==> config.mk <==
export PLATFORM = sky130hd
export DESIGN_NAME = xbus_arb
export DESIGN_NICKNAME = d
export VERILOG_FILES = /design/src/rtl/xbus_arb.sv
export SDC_FILE = /design/constraint.sdc
export NUM_CORES = 1
export LEC_CHECK = 0
export ABC_AREA = 1
export CAP_MARGIN = 40
export CELL_PAD_IN_SITES_DETAIL_PLACEMENT = 0
export CELL_PAD_IN_SITES_GLOBAL_PLACEMENT = 1
export CORE_MARGIN = 2
export CORE_UTILIZATION = 34
export DETAILED_ROUTE_END_ITERATION = 7
export PLACE_DENSITY = 0.83
export SYNTH_ARGS = -nofsm -noshare
export SYNTH_HDL_FRONTEND = slang
export SYNTH_SLANG_ARGS = --single-unit
export TNS_END_PERCENT = 30
==> constraint.sdc <==
create_clock -name clk -period 1.6 [get_ports clk]
set_clock_uncertainty 0.15 [all_clocks]
set_input_delay 0.32 -clock clk [delete_from_list [all_inputs] [get_ports clk]]
set_output_delay 0.32 -clock clk [all_outputs]
set_load 0.01 [all_outputs]
==> src/rtl/xbus_arb.sv <==
// xbus request/grant arbiter.
// m0/m2/m3 rotate round-robin in the order 0 -> 2 -> 3 -> 0.
// m1 (instruction fetch) owns the bus whenever nobody else asks for it,
// and is forced onto the bus after MAX_WAIT denied cycles.
// A locked tenure lasts at most MAX_LOCK consecutive cycles.
module xbus_arb #(
  parameter int MAX_WAIT = 8,
  parameter int MAX_LOCK = 16
) (
  input  logic       clk,
  input  logic       rst_n,
  input  logic [3:0] req_i,
  input  logic [3:0] lock_i,
  output logic [3:0] grant_o,
  output logic [1:0] gnt_id_o,
  output logic       busy_o,
  output logic [3:0] hold_o
);

  localparam logic [3:0] WAIT_MAX = 4'(MAX_WAIT);
  localparam logic [7:0] LOCK_LIM = 8'(MAX_LOCK - 1);

  logic [1:0] rr_last;
  logic [1:0] rr_nxt;
  logic [3:0] wait_cnt;
  logic [3:0] wait_nxt;
  logic [7:0] lock_cnt;
  logic [7:0] lock_nxt;
  logic       gnt_vld;
  logic [1:0] id_nxt;
  logic [1:0] ord0;
  logic [1:0] ord1;
  logic [1:0] ord2;
  logic       retain;

  // Pick the next owner (first matching rule wins) and update the tenure/wait counters.
  always_comb begin
    gnt_vld  = 1'b0;
    id_nxt   = 2'd0;
    rr_nxt   = rr_last;
    lock_nxt = 8'd0;
    wait_nxt = 4'd0;
    ord0     = 2'd0;
    ord1     = 2'd2;
    ord2     = 2'd3;

    // search starts just after the last round-robin winner
    case (rr_last)
      2'd0: begin ord0 = 2'd2; ord1 = 2'd3; ord2 = 2'd0; end
      2'd2: begin ord0 = 2'd3; ord1 = 2'd0; ord2 = 2'd2; end
      default: begin ord0 = 2'd0; ord1 = 2'd2; ord2 = 2'd3; end
    endcase

    retain = busy_o && req_i[gnt_id_o] && lock_i[gnt_id_o] && (lock_cnt < LOCK_LIM);

    if (retain) begin
      gnt_vld = 1'b1;
      id_nxt  = gnt_id_o;
    end else if (req_i[1] && (wait_cnt == WAIT_MAX)) begin
      gnt_vld = 1'b1;
      id_nxt  = 2'd1;
    end else if (req_i[ord0]) begin
      gnt_vld = 1'b1;
      id_nxt  = ord0;
      rr_nxt  = ord0;
    end else if (req_i[ord1]) begin
      gnt_vld = 1'b1;
      id_nxt  = ord1;
      rr_nxt  = ord1;
    end else if (req_i[ord2]) begin
      gnt_vld = 1'b1;
      id_nxt  = ord2;
      rr_nxt  = ord2;
    end else if (req_i[1]) begin
      gnt_vld = 1'b1;
      id_nxt  = 2'd1;
    end

    // saturating at the limit keeps long unlocked runs from wrapping back under it
    if (gnt_vld && busy_o && (id_nxt == gnt_id_o)) begin
      lock_nxt = (lock_cnt == LOCK_LIM) ? lock_cnt : lock_cnt + 8'd1;
    end

    if (!req_i[1] || (gnt_vld && (id_nxt == 2'd1))) begin
      wait_nxt = 4'd0;
    end else if (wait_cnt < WAIT_MAX) begin
      wait_nxt = wait_cnt + 4'd1;
    end else begin
      wait_nxt = wait_cnt;
    end
  end

  // Register the grant and arbitration state; reset drops any tenure in progress.
  always_ff @(posedge clk) begin
    if (rst_n) begin
      grant_o  <= 4'b0000;
      gnt_id_o <= 2'd0;
      busy_o   <= 1'b0;
      rr_last  <= 2'd3;
      wait_cnt <= 4'd0;
      lock_cnt <= 8'd0;
    end else begin
      grant_o  <= gnt_vld ? (4'b0001 << id_nxt) : 4'b0000;
      gnt_id_o <= gnt_vld ? id_nxt : 2'd0;
      busy_o   <= gnt_vld;
      rr_last  <= rr_nxt;
      wait_cnt <= wait_nxt;
      lock_cnt <= lock_nxt;
    end
  end

  assign hold_o = req_i & ~grant_o;

endmodule

==> summary.txt <==
status = finished with violations
failing checks = negative setup slack
drt initial violations = 77
Setup violations, final = 16
clock buffer count from CTS = 3
WP data required = 1640 ps
CTS tree = yes
Core ar. = 0.003606 mm2
Yosys warning count = 0
Main synth FF type = dfxtp_1
MaxCap Viol Count = 0
CP cell instances = nor2_4 -> nand2_2 -> nand2_1 -> inv_1 -> nand2_1 -> nor2_2 -> nor2_4 -> nand2_2 -> nand3_2 -> nand2_4 -> nor3_2
crit-path max cell delay = 370 ps
Power, Total = 0.002794 W
area share of the leading cell type in the synthesized netlist = 0.3353
CP endpoint kind = flip-flop
CTS root buf = clkbuf_8
CP startpoint = rr_last[1]
largest net degree at the start of global routing = 12
synthesized cell area = 0.001254 mm2
Crit-path slowest cell = dfxtp_4
Distinct cells, synth = 28
Die X = 64.73 um
post-synth net total = 183
clock slew at reported path FFs = 70 ps
Max-slew headroom = 0.8787
final hold violation count = 0
RR Startpoint = rr_last[1]
antenna diode count = 0
r2r setup slk = -150 ps
worst-margin pin slew = 176.9 ps
share of cells above drive strength 1 = 0.4506
clk buf depth = 2
Starting Density = 0.3477
Die Y = 64.73 um
row cnt = 22
RSZ-0062 raised after global routing = yes
count of non-filler cells in the finished layout = 281
Post-Syn Area per Cell = 7.375 um2
CTS Sinks = 21
area growth from synthesis to layout = 59.48%
DR vias = 1289
Cell Pwr Density = 1397 mW/mm2
delay-heaviest family, CP = simple AND/OR/NAND/NOR gates
worst hold path type = reg -> reg
synth top area cells = dfxtp_1 (34%), nand2_1 (9.0%), nor2_1 (7.8%)
Seq cells post-synth = 21
Die Area = 0.004189 mm2
Max Slew Vio Count = 0
Crit Path Category = reg -> reg
Cell Area, Placed = 0.001804 mm2
initial antenna violation count = 0
ANT nets after route = 0
Inst Count DP = 273
Leak = 0.9219 nW
Async SR Flop Fraction = 0
WL per Instance = 12.07 um
IO Pins = 21
CP Launch Type = flip-flop
GRT overflow = 0
worst path buffer plus inverter count = 1
vias in the first global route = 1231
critical path fanouts, max = 8
maximum clock rate = 572.5 MHz
crit path DAT = 1790 ps
Final Wtd Congestion = 0.7992
Vias/cell = 4.587
# port buffers = 20
Post-Syn Instances = 170
# DRC = 0
Nets = 247
Final Cell Area = 0.001999 mm2
largest area contributor in the netlist = dfxtp_1
clock latency on the worst-skew pair = 260 ps
post-layout min period = 1747 ps
setup slack after layout = -146.7 ps
Max IR drop VDD = 550.5 uV
most common cell in the netlist = nand2_1
DRT Pass-1 Iters = 4
fin crit share = 1.092
Post-synth top cells = nand2_1 (30), nor2_1 (26), inv_1 (24), dfxtp_1 (21), nand3_1 (14)
final wirelength = 3.393 mm
HP Start = wait_cnt[2]
Final HPWL DP = 2.481 mm
number of synthesized flops with an enable pin = 0
Total GRT Usage = 0.1668
H-tree depth = 1
sequential area share after synthesis = 0.3353
wire length of the first global-routing pass = 5.382 mm
## cells in the final DEF (no fill, tap or decap), drive strengths merged
| cell | instances |
|---|---|
| ha | 3 |
| clkbuf | 4 |
| dlymetal6s2s | 1 |
| nand4 | 3 |
| clkdlybuf4s15 | 1 |
| a21oi | 2 |
| clkdlybuf4s50 | 4 |
| or2 | 1 |
| dfxtp | 21 |
| nor3 | 8 |
| nand2 | 33 |
| nor2 | 33 |
| dlygate4sd2 | 14 |
| o21ai | 5 |
| nand3 | 23 |
| a21boi | 2 |
| mux2i | 1 |
| xor2 | 5 |
| xnor2 | 1 |
| nand3b | 1 |
| o211ai | 1 |
| buf | 39 |
| inv | 26 |
| o31ai | 1 |
## worst min-delay path, stage by stage (launching register included)
cell and delay (ps):
dfxtp_1 300, inv_1 100, xor2_1 80, inv_1 40
nor2_1 30
## sequential cells by signal, indices dropped and copies added, names as in the netlist
register	flops
busy_o	1
rr_last	2
gnt_id_o	2
lock_cnt	8
wait_cnt	4
grant_o	4
## per-stage QoR
stage / setup TNS [ps] / utilization / setup slack [ps] / hold WS, ps
2_1_floorplan: -458.6 / - / -50.98 / 327.9
3_3_place_gp: -12710 / 0.5003 / -599.2 / 428.3
3_5_place_dp: -12950 / 0.5003 / -619.4 / 435.4
4_1_cts: -1762 / 0.5257 / -144.1 / 447.5
5_1_grt: -3222 / 0.5545 / -259.5 / 493.0
6_report: -1529 / 0.5545 / -146.7 / 441.6
## per-layer routing
layer | up-vias | track usage | share of wire
met1 | 593 | 0.2036 | 0.44
met3 | 7 | 0.02951 | 0.035
met4 | 0 | 0.06383 | 0.024
li1 | 671 | - | -
met5 | - | 0 | 0
met2 | 18 | 0.2899 | 0.50
## cell families (layout without fill, tap and decap cells)
logic type,count (synthesis),in the layout,synth area share
and+or+nand+nor,102,102,0.4491
buffers and inverters,26,89,0.07785
DFF,21,21,0.3353
AOI/OAI and AO/OA,11,11,0.05788
xor gates and xnor gates,6,6,0.04192
adders and majority gates,3,3,0.02994
muxes,1,1,0.007984
## repair_timing
item                                    CTS  global route
setup buffers                             1             4
endpoints found under the setup margin   32            20
pin swaps                                11            30
hold buffers                              0             0
resized for setup                        32            24
## cell type report
type,instances,area [um2]
inverters,26,97.59
fillers,362,1607
well taps,48,60.06
flip-flops and latches,21,437.9
repair buffers,59,483.0
clock buffers,4,45.04
multi-input cells,123,875.8
## power breakdown
group          switching [W]  leakage, nW  internal [W]
sequential          0.000119        0.175      0.000659
clock               0.000173       0.0228      0.000178
combinational       0.000958        0.725      0.000708
total                0.00125        0.922       0.00154
## worst paths after layout
kind,to,depth (start not counted)
max,lock_cnt[0],11
min,wait_cnt[2],4
max reg2reg,lock_cnt[0],11
min reg2reg,wait_cnt[2],4
Note: power is estimated with default switching activity, not from simulation.
